==> config.mk <==
export PLATFORM = sky130hd
export DESIGN_NAME = tqvp_bus_initiator
export DESIGN_NICKNAME = d
export VERILOG_FILES = /design/src/rtl/tqv_bus_pkg.sv /design/src/rtl/tqvp_bus_cmd_fifo.sv /design/src/rtl/tqvp_bus_initiator.sv
export SDC_FILE = /design/constraint.sdc
export NUM_CORES = 1
export LEC_CHECK = 0
export BUFFER_PORTS_ARGS = -buffer_cell sky130_fd_sc_hd__buf_4
export CORE_ASPECT_RATIO = 1.1
export CORE_MARGIN = 1
export CORE_UTILIZATION = 45
export DETAILED_ROUTE_END_ITERATION = 8
export PLACE_DENSITY = 0.64
export SYNTH_ARGS = -nofsm -noshare
export SYNTH_HDL_FRONTEND = slang
export SYNTH_SLANG_ARGS = --single-unit
==> constraint.sdc <==
create_clock -name clk -period 6.2 [get_ports clk]
set_input_delay 0.62 -clock clk [delete_from_list [all_inputs] [get_ports clk]]
set_output_delay 0.62 -clock clk [all_outputs]
set_load 0.01 [all_outputs]
==> src/rtl/tqv_bus_pkg.sv <==
// Shared definitions for the TinyQV peripheral-bus initiator: access sizes,
// FSM encoding and the queued command layout.
package tqv_bus_pkg;

  localparam int unsigned ADDR_W = 6;
  localparam int unsigned DATA_W = 32;
  localparam int unsigned SIZE_W = 2;
  localparam int unsigned CMD_W  = 1 + SIZE_W + ADDR_W + DATA_W;

  localparam logic [1:0] SZ_BYTE = 2'b00;
  localparam logic [1:0] SZ_HALF = 2'b01;
  localparam logic [1:0] SZ_WORD = 2'b10;
  localparam logic [1:0] SZ_NONE = 2'b11;

  localparam logic [1:0] ST_IDLE  = 2'd0;
  localparam logic [1:0] ST_WRITE = 2'd1;
  localparam logic [1:0] ST_READ  = 2'd2;
  localparam logic [1:0] ST_RESP  = 2'd3;

  typedef struct packed {
    logic              write;
    logic [SIZE_W-1:0] size;
    logic [ADDR_W-1:0] addr;
    logic [DATA_W-1:0] wdata;
  } cmd_t;

  // Illegal size or an address not aligned to the access size.
  function automatic logic cmd_illegal(input logic [SIZE_W-1:0] size,
                                       input logic [ADDR_W-1:0] addr);
    return (size == SZ_NONE) ||
           ((size == SZ_HALF) && addr[0]) ||
           ((size == SZ_WORD) && (addr[1:0] != 2'b00));
  endfunction

  function automatic logic [DATA_W-1:0] size_mask(input logic [SIZE_W-1:0] size,
                                                  input logic [DATA_W-1:0] d);
    case (size)
      SZ_BYTE: return {24'h0, d[7:0]};
      SZ_HALF: return {16'h0, d[15:0]};
      default: return d;
    endcase
  endfunction

endpackage

==> src/rtl/tqvp_bus_cmd_fifo.sv <==
// Synchronous command FIFO; pointers carry a wrap bit to separate full from empty.
module tqvp_bus_cmd_fifo #(
  parameter int unsigned WIDTH = 41,
  parameter int unsigned DEPTH = 2
) (
  input  logic             clk,
  input  logic             rst_n,
  input  logic             push,
  input  logic             pop,
  input  logic [WIDTH-1:0] din,
  output logic [WIDTH-1:0] dout_c,
  output logic             full_c,
  output logic             empty_c
);

  localparam int unsigned AW = $clog2(DEPTH);
  localparam int unsigned PW = AW + 1;

  logic [WIDTH-1:0] mem [DEPTH];
  logic [PW-1:0]    wptr;
  logic [PW-1:0]    rptr;

  assign empty_c = (wptr == rptr);
  assign full_c  = (wptr[AW] != rptr[AW]) && (wptr[AW-1:0] == rptr[AW-1:0]);
  assign dout_c  = mem[rptr[AW-1:0]];

  always_ff @(posedge clk or negedge rst_n) begin
    if (!rst_n) begin
      wptr <= '0;
      rptr <= '0;
    end else begin
      if (push && !full_c) wptr <= wptr + PW'(1);
      if (pop && !empty_c) rptr <= rptr + PW'(1);
    end
  end

  always_ff @(posedge clk) begin
    if (push && !full_c) mem[wptr[AW-1:0]] <= din;
  end

endmodule

==> src/rtl/tqvp_bus_initiator.sv <==
// Host end of the TinyQV peripheral bus: queues commands, drives one strobed
// access at a time and returns the result on a valid/ready response port.
module tqvp_bus_initiator #(
  parameter int unsigned FIFO_DEPTH     = 2,
  parameter int unsigned TIMEOUT_CYCLES = 16
) (
  input  logic        clk,
  input  logic        rst_n,
  input  logic        cmd_valid,
  output logic        cmd_ready,
  input  logic        cmd_write,
  input  logic [1:0]  cmd_size,
  input  logic [5:0]  cmd_addr,
  input  logic [31:0] cmd_wdata,
  output logic        rsp_valid,
  input  logic        rsp_ready,
  output logic [31:0] rsp_rdata,
  output logic        rsp_err,
  output logic        busy,
  output logic [5:0]  per_address,
  output logic [31:0] per_wdata,
  output logic [1:0]  per_data_write_n,
  output logic [1:0]  per_data_read_n,
  input  logic [31:0] per_rdata,
  input  logic        per_data_ready
);

  import tqv_bus_pkg::*;

  localparam int unsigned CNT_W = (TIMEOUT_CYCLES > 0) ? $clog2(TIMEOUT_CYCLES + 1) : 1;

  logic [1:0]       state, state_d;
  logic             push, pop, full, empty;
  cmd_t             cmd_in, head;
  logic [CNT_W-1:0] cnt, cnt_d, cnt_inc;
  logic             timeout_hit;

  logic [5:0]  per_address_d;
  logic [31:0] per_wdata_d, rsp_rdata_d;
  logic [1:0]  write_n_d, read_n_d;
  logic        rsp_valid_d, rsp_err_d;

  assign cmd_in    = '{write: cmd_write, size: cmd_size, addr: cmd_addr, wdata: cmd_wdata};
  assign push      = cmd_valid && !full;
  assign cmd_ready = !full;
  assign busy      = !empty || (state != ST_IDLE);

  tqvp_bus_cmd_fifo #(
    .WIDTH (CMD_W),
    .DEPTH (FIFO_DEPTH)
  ) u_fifo (
    .clk     (clk),
    .rst_n   (rst_n),
    .push    (push),
    .pop     (pop),
    .din     (cmd_in),
    .dout_c  (head),
    .full_c  (full),
    .empty_c (empty)
  );

  assign cnt_inc     = cnt + CNT_W'(1);
  assign timeout_hit = (TIMEOUT_CYCLES != 0) && (cnt_inc == CNT_W'(TIMEOUT_CYCLES));

  always_ff @(posedge clk or negedge rst_n) begin
    if (!rst_n) state <= ST_IDLE;
    else        state <= state_d;
  end

  // Next state and next values of every registered output.
  always_comb begin
    state_d       = state;
    pop           = 1'b0;
    cnt_d         = cnt;
    per_address_d = per_address;
    per_wdata_d   = per_wdata;
    write_n_d     = per_data_write_n;
    read_n_d      = per_data_read_n;
    rsp_valid_d   = rsp_valid;
    rsp_err_d     = rsp_err;
    rsp_rdata_d   = rsp_rdata;
    case (state)
      ST_IDLE: begin
        if (!empty) begin
          pop = 1'b1;
          if (cmd_illegal(head.size, head.addr)) begin
            rsp_err_d   = 1'b1;
            rsp_rdata_d = '0;
            rsp_valid_d = 1'b1;
            state_d     = ST_RESP;
          end else if (head.write) begin
            per_address_d = head.addr;
            per_wdata_d   = head.wdata;
            write_n_d     = head.size;
            state_d       = ST_WRITE;
          end else begin
            per_address_d = head.addr;
            per_wdata_d   = '0;
            read_n_d      = head.size;
            cnt_d         = '0;
            state_d       = ST_READ;
          end
        end
      end
      ST_WRITE: begin
        write_n_d   = 2'b11;
        rsp_err_d   = 1'b0;
        rsp_rdata_d = '0;
        rsp_valid_d = 1'b1;
        state_d     = ST_RESP;
      end
      ST_READ: begin
        // The strobe itself remembers the access size while waiting.
        if (per_data_ready) begin
          rsp_rdata_d = size_mask(per_data_read_n, per_rdata);
          rsp_err_d   = 1'b0;
          read_n_d    = 2'b11;
          rsp_valid_d = 1'b1;
          state_d     = ST_RESP;
        end else begin
          cnt_d = cnt_inc;
          if (timeout_hit) begin
            read_n_d    = 2'b11;
            rsp_err_d   = 1'b1;
            rsp_rdata_d = '0;
            rsp_valid_d = 1'b1;
            state_d     = ST_RESP;
          end
        end
      end
      default: begin
        if (rsp_ready) begin
          rsp_valid_d = 1'b0;
          state_d     = ST_IDLE;
        end
      end
    endcase
  end

  always_ff @(posedge clk or negedge rst_n) begin
    if (!rst_n) begin
      cnt              <= '0;
      per_address      <= '0;
      per_wdata        <= '0;
      per_data_write_n <= 2'b11;
      per_data_read_n  <= 2'b11;
      rsp_valid        <= 1'b0;
      rsp_err          <= 1'b0;
      rsp_rdata        <= '0;
    end else begin
      cnt              <= cnt_d;
      per_address      <= per_address_d;
      per_wdata        <= per_wdata_d;
      per_data_write_n <= write_n_d;
      per_data_read_n  <= read_n_d;
      rsp_valid        <= rsp_valid_d;
      rsp_err          <= rsp_err_d;
      rsp_rdata        <= rsp_rdata_d;
    end
  end

endmodule

==> results.json, run 1 <==
{
  "outcome": "completed",
  "synth_top_cell_area_share_pct": 35.8,
  "synth_flop_cell": "dfrtp_1",
  "ys_warn_count": 0,
  "cts.sinks": 169,
  "skew_ns": 0.00696,
  "cts_setup_buffers": 0,
  "syn_avg_cell_area_um2": 13.5,
  "grt_max_degree": 65,
  "cts_tree": "built",
  "grt_setup_unrepaired": "no",
  "nets": 746,
  "layout_common_cells": "161 x buf_4, 82 x dfrtp_1, 82 x edfxtp_1",
  "ys_ff_latch": 169,
  "firstDrtPassIters": 5,
  "htreeDepth": 4,
  "cts.repair.resized": 0,
  "layout-drive-gt1-share_pct": 30.9,
  "cp_slowest_stage_delay_ns": 0.59,
  "synth_nets": 593,
  "min_period_ns": 3.22,
  "fill_cells": 1214,
  "crit_type": "register to output port",
  "grt_pass1_vias": 4582,
  "vias": 4449,
  "layoutNonFillerInstCount": 872,
  "cpMostUsedCell": "buf_4",
  "die_area_um2": 15800,
  "critPathLaunchType": "register",
  "synth_cell_types": 42,
  "antenna_found_initial": 0,
  "cts.path.max_buffers": 2,
  "coreArea_um2": 15000,
  "avgRoutedWirePerCell_um": 16.0,
  "die_height_um": 132,
  "grt_first_pass_wirelength_mm": 22.7,
  "dr.first_iter.drc_count": 192,
  "finalCritPeriodShare_pct": 52.0,
  "async_reset_ff_share_pct": 51.5,
  "finalHoldViolCount": 0,
  "vdd_drop_max_mv": 0.233,
  "cts_root_buf": "clkbuf_16",
  "cts_buffers": 17,
  "power.total_mw": 4.52,
  "yosys.area.top_type": "edfxtp_1",
  "post-place-cells": 840,
  "maxSlewViolCount": 0,
  "holdBufCountCts": 0,
  "fin_ws_ns": 2.98,
  "port-buffer-count": 155,
  "r2r_end": "per_data_write_n[1]$_DFFE_PN1P_",
  "hold_path_class": "primary input to asynchronous set/reset pin",
  "finalSetupTns_ns": 0,
  "start_util_pct": 45.9,
  "worstPathArrival_ns": 2.60,
  "boundaryPins": 156,
  "row_count": 47,
  "critical_path.cell_chain": "buf_4 > xnor2_1 > nand2_1 > nor2_1 > inv_1 > buf_4",
  "final_common_cell": "buf_4",
  "tightest_slew_ns": 1.03,
  "slew_headroom_pct": 31.6,
  "final_area_um2": 8830,
  "crit_path_end_kind": "output port",
  "diodes": 0,
  "synth_area_um2": 6890,
  "antenna_left": 0,
  "r2r_start": "u_fifo.rptr[0]$_DFFE_PN0P_",
  "path_max_fanout": 32,
  "whs_ns": 0.0903,
  "slowest_stage": "dfrtp_2",
  "placed_area_um2": 8260,
  "cellPowerDensity_nw_per_um2": 513,
  "clkTransAtPathRegs_ns": 0.07,
  "setup_viol": 0,
  "gp_congestion": 0.739,
  "grt.overflow.total": 0,
  "vias_per_cell": 5.10,
  "hpwl_mm": 9.13,
  "power_leakage_nw": 3.96,
  "areaGrowthSynthToFinish_pct": 28.2,
  "r2r_slack_ns": 3.04,
  "drv_cap": 0,
  "r2r_cells": 7,
  "dp_slack_ns": 3.08,
  "fin_util_pct": 58.9,
  "crit_required_ns": 5.58,
  "synth_edf_count": 82,
  "synth_area_leaders": "edfxtp_1 36%, dfrtp_1 30%, mux2i_1 10%, nand2_1 4.1%, o31ai_1 3.6%",
  "grt_util_all_layers_pct": 18.7,
  "drt_drc_violations_left": 0,
  "wirelength_mm": 13.9,
  "insertion_delay_ns": 0.42,
  "postSynthCellCount": 510,
  "fmax_mhz": 310,
  "ys_seq_area_share_pct": 67.5,
  "die_x_um": 120
}
critical path: cells and delay by family, from the launching register on:
kind / cells / cell delay [ns]
xor+xnor: 1 / 0.24
buf+inv: 3 / 0.84
flops: 1 / 0.59
simple gates: 2 / 0.49
synth_stat cells, types with 2 or more instances:
cell type and instances:
o221ai_1 2, o211ai_1 5, and4b_1 3, nor2b_1 2
mux2_2 4, nor2_1 9, buf_1 3, edfxtp_1 82
nand2b_1 3, dfrtp_1 83, mux2_1 6, mux2i_1 71
o21a_1 2, o31ai_1 33, o21ai_0 8, nand3b_1 2
a31oi_1 7, buf_4 4, o221a_2 2, a21oi_1 7
inv_1 32, xor2_1 2, nand2_1 75, nand4_1 2
dfstp_2 4, xnor2_1 4, ha_1 5, a2bb2oi_1 2
nand3_1 4, clkbuf_1 20, and3_1 11
cells by family after synthesis:
logic type / Yosys count / share of synthesized area, %
flip-flops: 169 / 67.5
AND/OR/NAND/NOR: 115 / 7.52
multiplexers: 81 / 12.0
AO/OA/AOI/OAI: 74 / 7.90
buffers and inverters: 60 / 3.49
XOR/XNOR: 6 / 0.763
adder cells (fa/ha/maj): 5 / 0.909
layout make-up:
type / count / area (µm²) / share of cell area (%)
multi-input combinational: 281 / 2030 / 23.0
timing repair buffer: 161 / 1210 / 13.7
clock inverter: 12 / 113 / 1.28
tap: 196 / 245 / 2.78
clock buffer: 20 / 457 / 5.17
sequential: 169 / 4650 / 52.6
inverter: 33 / 124 / 1.40
registers in the layout, summed over array words and instances (netlist names):
signal            flops
rsp_valid             1
rsp_err               1
per_data_write_n      2
per_wdata            32
per_address           6
cnt                   5
u_fifo.mem           82
u_fifo.wptr           2
rsp_rdata            32
per_data_read_n       2
u_fifo.rptr           2
state                 2
power by group:
group          switching (mW)  internal [mW]
sequential              0.200           1.60
clock                   0.434          0.579
combinational           0.973          0.740
worst max-delay path by stage:
stage / slack, ns / end / depth (start not counted) / startpoint
2_1_floorplan: 3.10 / u_fifo.mem[0][0]$_DFFE_PP_ / 4 / u_fifo.rptr[1]$_DFFE_PN0P_
3_3_place_gp: 3.19 / per_data_write_n[1]$_DFFE_PN1P_ / 7 / u_fifo.rptr[0]$_DFFE_PN0P_
3_5_place_dp: 3.08 / per_data_write_n[1]$_DFFE_PN1P_ / 7 / u_fifo.rptr[0]$_DFFE_PN0P_
4_1_cts: 2.96 / busy / 6 / u_fifo.rptr[0]$_DFFE_PN0P_
5_1_grt: 2.79 / busy / 6 / u_fifo.rptr[0]$_DFFE_PN0P_
6_report: 2.98 / busy / 6 / u_fifo.rptr[0]$_DFFE_PN0P_
metal layers:
metal,wire (µm),global-route usage [%]
met2,6900,31.0
met4,239,7.29
met3,1080,6.96
met5,0,0
met1,5730,22.0
Power figures use the tool's default switching activity.
==> inputs of run 2 (changes only) <==
Settings changed: ABC_AREA from default to 1, PLACE_DENSITY 0.64 to 0.67.
Clock period 6.2 ns to 2.7 ns, I/O delays scaled along.
==> run 2 against run 1 <==
Net effect: flip-flop and latch count unchanged; setup slack got worse by 2.4 ns; global-route usage increased by 1.6 points; critical path type is now register to register.
==> results.json, run 2 <==
{
  "outcome": "completed",
  "finalSetupTns_ns": 0,
  "hpwl_mm": 10.2,
  "critical-path-top-delay-family": "buffers and inverters",
  "ys_seq_area_share_pct": 66.1,
  "critical_path.cell_chain": "inv_1 > nand2_1 > nand2_1 > nand2_1 > nand2_1 > nand2_2 > a21oi_4 > buf_4 > nand3_1 > nand2_1",
  "cp_slowest_stage_delay_ns": 0.47,
  "crit_type": "register to register",
  "setup_viol": 0,
  "power_leakage_nw": 4.18,
  "hold_start": "cmd_wdata[12]",
  "placed_area_um2": 8410,
  "wirelength_mm": 15.2,
  "vdd_drop_max_mv": 0.722,
  "finalCritPeriodShare_pct": 79.9,
  "synth_nets": 745,
  "tightest_slew_ns": 0.743,
  "fin_util_pct": 59.3,
  "ys_ff_latch": 169,
  "dr.first_iter.drc_count": 327,
  "final_common_cell": "nand2_1",
  "die_x_um": 121,
  "grt_util_all_layers_pct": 20.3,
  "min_to": "u_fifo.mem[1][12]$_DFFE_PP_",
  "crit_path_end_kind": "register",
  "drt_drc_violations_left": 0,
  "synth_common_cells": "209 x nand2_1, 83 x dfrtp_1, 82 x edfxtp_1",
  "grt.overflow.total": 0,
  "critPathLaunchType": "register",
  "synth_top_cell_area_share_pct": 35.0,
  "r2r_end": "rsp_rdata[10]$_DFFE_PN0P_",
  "htreeDepth": 4,
  "cellPowerDensity_nw_per_um2": 1150,
  "ys_warn_count": 0,
  "synth_most_common_cell": "nand2_1",
  "grt_setup_unrepaired": "no",
  "crit_required_ns": 3.06,
  "final_area_um2": 9000,
  "yosys.area.top_type": "edfxtp_1",
  "skew_ns": 0.0109,
  "synth_area_um2": 7030,
  "power.total_mw": 10.4,
  "port-buffer-count": 155,
  "grt_first_pass_wirelength_mm": 25.2,
  "holdBufCountCts": 1,
  "worstPathArrival_ns": 2.52,
  "cts.path.max_buffers": 2,
  "cts_setup_buffers": 0,
  "r2r_start": "u_fifo.rptr[0]$_DFFE_PN0P_",
  "coreArea_um2": 15200,
  "cts_root_buf": "clkbuf_16",
  "slew_headroom_pct": 50.5,
  "r2r_cells": 10,
  "die_height_um": 133,
  "r2r_slack_ns": 0.54,
  "holdPathStages": 1,
  "layout_common_cells": "209 x nand2_1, 162 x buf_4, 83 x dfrtp_1",
  "synth_flop_cell": "dfrtp_1",
  "syn_avg_cell_area_um2": 10.6,
  "postSynthCellCount": 662,
  "vias_per_cell": 5.00,
  "cpMostUsedCell": "nand2_1",
  "finalHoldViolCount": 0,
  "synth_area_leaders": "edfxtp_1 35%, dfrtp_1 30%, nand2_1 11%, o211ai_1 3.4%, o21ai_0 2.9%",
  "boundaryPins": 156,
  "grt_pass1_vias": 5085,
  "cts.sinks": 169,
  "antenna_left": 0,
  "fmax_mhz": 463,
  "start_util_pct": 46.3,
  "nets": 899,
  "cts.repair.resized": 0,
  "areaGrowthSynthToFinish_pct": 28.1,
  "largest_reg_flops": 82,
  "synth_edf_count": 82,
  "gp_congestion": 0.840,
  "clkTransAtPathRegs_ns": 0.07,
  "avgRoutedWirePerCell_um": 14.8,
  "layout-drive-gt1-share_pct": 29.7,
  "insertion_delay_ns": 0.43,
  "slowest_stage": "inv_1",
  "worst-path-buf-inv": 2,
  "path_max_fanout": 33,
  "drv_cap": 0,
  "async_reset_ff_share_pct": 51.5,
  "firstDrtPassIters": 5,
  "grt_max_degree": 74,
  "cts_tree": "built",
  "antenna_found_initial": 0,
  "diodes": 0,
  "cts_buffers": 17,
  "min_period_ns": 2.16,
  "die_area_um2": 16100,
  "vias": 5126,
  "row_count": 47,
  "hold_path_class": "primary input to register",
  "maxSlewViolCount": 0,
  "synth_cell_types": 30
}
==> run 2: changes by cell type after synthesis, moves of 32 or more <==
| cell | previous run | this run |
|---|---|---|
| nand2_1 | 75 | 209 |
| nand3_1 | 4 | 36 |
| or2_2 | 0 | 32 |
| mux2i_1 | 71 | 0 |
| o31ai_1 | 33 | 0 |
| o21ai_0 | 8 | 41 |
==> run 2: how the worst max path moves through the flow <==
stage               slack (ns)                    endpoint  cells past startpoint                  startpoint
detailed placement        0.54   rsp_rdata[29]$_DFFE_PN0P_                      9  u_fifo.rptr[0]$_DFFE_PN0P_
global route              0.30   rsp_rdata[31]$_DFFE_PN0P_                     10  u_fifo.rptr[0]$_DFFE_PN0P_
finish                    0.54   rsp_rdata[10]$_DFFE_PN0P_                     10  u_fifo.rptr[0]$_DFFE_PN0P_
global placement          0.61    rsp_rdata[9]$_DFFE_PN0P_                     10  u_fifo.rptr[0]$_DFFE_PN0P_
floorplan                 0.19  u_fifo.mem[1][0]$_DFFE_PP_                      6  u_fifo.rptr[0]$_DFFE_PN0P_
CTS                       0.52   rsp_rdata[29]$_DFFE_PN0P_                      9  u_fifo.rptr[0]$_DFFE_PN0P_
==> run 2: metrics by stage <==
step	setup slack (ns)	hold WS, ns	cells
detailed placement	0.536	0.386	992
CTS	0.520	0.000951	1025
floorplan	0.186	-0.0256	662
finish	0.542	0.0244	1025
global placement	0.614	0.369	992
global route	0.304	0.00499	1025
==> run 2: logic make-up after synthesis <==
kind of cell             count (synthesis)  synth area share [%]
AND/OR/NAND/NOR                        332                  20.5
buffers and inverters                   68                  4.38
XOR/XNOR                                 4                 0.605
AO/OA/AOI/OAI                           84                  7.50
flip-flops                             169                  66.1
adder cells (fa/ha/maj)                  5                 0.890
==> run 2: cell type report <==
cell class	count	area [µm²]
Clock buffer	17	425
Clock inverter	15	155
Fill cell	1272	6170
Inverter	36	135
Multi-Input combinational cell	425	2090
Sequential cell	169	4640
Tap cell	196	245
Timing Repair Buffer	167	1310
==> run 2: per-layer routing <==
layer,vias to the layer above,track usage (%),wire length (µm)
met1,2442,24.7,6490
met4,0,6.72,184
met3,15,5.69,947
met5,-,0,0
li1,2518,-,-
met2,151,34.7,7570
==> run 2: power by group <==
part           switching [mW]  total (mW)  internal [mW]
clock network            1.06        2.37           1.31
registers               0.400        4.03           3.63
logic                    2.49        4.00           1.51
total                    3.95        10.4           6.44
==> inputs of run 3 (changes only) <==
Clock period 2.7 ns to 1.9 ns, I/O delays scaled along.
==> run 3 against run 2 <==
Net effect: fmax is 20% higher; clock power rose by 45%; hold slack improved by 0.010 ns; global-route usage rose by 0.74 points; critical path depth is 2 lower; setup slack got worse by 0.45 ns; power up 51%; register-to-register slack worse by 0.45 ns; sequential share of layout area shrank 3.5 points; flip-flop and latch count unchanged; final area is 7.2% higher; via count increased by 4.2%; critical endpoint is now cnt[2]$_DFFE_PN0P_; largest cell class unchanged; largest power group is now combinational cells.
==> results.json, run 3 (synthesized netlist as in run 2, its figures left out) <==
{
  "outcome": "completed",
  "grt.overflow.total": 0,
  "final_common_cell": "nand2_1",
  "cellPowerDensity_nw_per_um2": 1620,
  "clkTransAtPathRegs_ns": 0.07,
  "cts_buffers": 17,
  "power.internal_mw": 9.80,
  "grt_max_degree": 63,
  "drt-met1-wl_mm": 6.85,
  "layout-drive-gt1-share_pct": 30.4,
  "maxSlewViolCount": 0,
  "row_count": 47,
  "areaGrowthSynthToFinish_pct": 37.4,
  "r2r_slack_ns": 0.09,
  "layout_common_cells": "207 x nand2_1, 171 x buf_4, 82 x edfxtp_1",
  "hold_start": "cmd_valid",
  "antenna_left": 0,
  "power_leakage_nw": 4.45,
  "critical_path.cell_chain": "buf_4 > buf_4 > o21ai_2 > nand2_1 > o21ai_2 > nand4_1 > nand2_1 > o21ai_1",
  "fin_util_pct": 63.6,
  "dr.first_iter.drc_count": 342,
  "worst-path-buf-inv": 2,
  "die_area_um2": 16100,
  "hold_path_class": "primary input to register",
  "start_util_pct": 46.3,
  "cts_root_buf": "clkbuf_16",
  "fmax_mhz": 554,
  "cp_slowest_stage_delay_ns": 0.44,
  "wirelength_mm": 16.2,
  "htreeDepth": 4,
  "p_seq_share_pct": 36.7,
  "finalSetupTns_ns": 0,
  "port-buffer-count": 155,
  "grt_first_pass_wirelength_mm": 26.2,
  "layoutNonFillerInstCount": 1081,
  "power.total_mw": 15.7,
  "path_max_fanout": 10,
  "combPwrFrac_pct": 41.4,
  "insertion_delay_ns": 0.42,
  "top_layer": "met4",
  "whs_ns": 0.0344,
  "largest_reg_flops": 82,
  "critPathLaunch": "u_fifo.rptr[0]$_DFFE_PN0P_",
  "critical-path-top-delay-family": "simple AND/OR/NAND/NOR gates",
  "multi_input_area_um2": 2140,
  "setup_viol": 0,
  "nets": 955,
  "critPathLaunchType": "register",
  "post-place-cells": 1001,
  "vias_per_cell": 4.94,
  "vias": 5341,
  "met3_length_mm": 1.12,
  "cts.sinks": 169,
  "boundaryPins": 156,
  "skew_ns": 0.00672,
  "die_x_um": 121,
  "slowest_stage": "dfrtp_2",
  "firstDrtPassIters": 4,
  "slew_headroom_pct": 60.4,
  "drt_drc_violations_left": 0,
  "drv_cap": 0,
  "grt_pass1_vias": 5372,
  "fill_cells": 1214,
  "antenna_found_initial": 0,
  "cts_tree": "built",
  "grt_util_all_layers_pct": 21.1,
  "switching_share_pct": 37.5,
  "p_sw_mw": 5.89,
  "tightest_slew_ns": 0.595,
  "avgRoutedWirePerCell_um": 15.0,
  "regArea_um2": 4650,
  "power_frac_clock_pct": 21.9,
  "gp_congestion": 0.857,
  "worstPathArrival_ns": 2.10,
  "hpwl_mm": 10.4,
  "min_period_ns": 1.81,
  "finalHoldViolCount": 0,
  "r2r_start": "u_fifo.rptr[0]$_DFFE_PN0P_",
  "crit_type": "register to register",
  "crit_required_ns": 2.19,
  "cts.path.max_buffers": 2,
  "diodes": 0,
  "finalCritPeriodShare_pct": 95.0,
  "wl_met2_mm": 8.07,
  "crit_path_end_kind": "register",
  "vdd_drop_max_mv": 0.889,
  "die_height_um": 133,
  "coreArea_um2": 15200
}
## run 3: per-layer routing
layer / global-route usage [%] / vias up
li1: - / 2628
met1: 26.6 / 2523
met2: 35.3 / 173
met3: 5.73 / 17
met4: 6.38 / 0
met5: 0 / -
## run 3: worst register-to-register path, stage by stage, from the launching register on
cell and delay, ns:
dfrtp_2 0.44, buf_4 0.18, buf_4 0.16, o21ai_2 0.15, nand2_1 0.10, o21ai_2 0.10, nand4_1 0.28, nand2_1 0.18
o21ai_1 0.09
## run 3: path summary, 6_finish.rpt
kind                                                       end  depth (start not counted)
worst max-delay path                        cnt[2]$_DFFE_PN0P_                          8
worst min-delay path                u_fifo.wptr[0]$_DFFE_PN0P_                          3
worst max register to register              cnt[2]$_DFFE_PN0P_                          8
worst min register to register        rsp_rdata[3]$_DFFE_PN0P_                          2
max in group asynchronous       per_data_read_n[0]$_DFFE_PN1P_                          3
min in group asynchronous            rsp_rdata[10]$_DFFE_PN0P_                          2
## run 3: cell type report
| class | count | area share (%) |
|---|---|---|
| clock inverter | 15 | 1.72 |
| clock buffer | 17 | 4.41 |
| sequential | 169 | 48.1 |
| multi-input combinational | 426 | 22.2 |
| inverter | 36 | 1.40 |
| tap | 196 | 2.54 |
| timing repair buffer | 222 | 19.6 |
## run 3: repair_timing
| item | CTS | global route |
|---|---|---|
| pin swaps | 0 | 5 |
| setup buffers | 0 | 4 |
| endpoints found under the hold margin | 123 | 0 |
| cloned | 0 | 2 |
| setup endpoints to repair | 1 | 76 |
| gates resized for setup | 1 | 9 |
| hold buffers | 42 | 0 |
## run 3: power groups by stage
stage          clock network [mW]  registers, mW  logic [mW]
2_1_floorplan                   0           5.90        3.63
3_3_place_gp                    0           5.75        5.94
3_5_place_dp                    0           5.80        6.06
4_1_cts                      3.52           5.75        6.15
5_1_grt                      3.66           5.88        7.21
6_report                     3.44           5.76        6.49
## run 3: through the flow
step           area, µm²  setup WS (ns)
6_report            9650         0.0947
5_1_grt             9650        -0.0213
4_1_cts             9540         0.0146
3_5_place_dp        8530         0.0189
3_3_place_gp        8530         0.0634
2_1_floorplan       7060        -0.0627
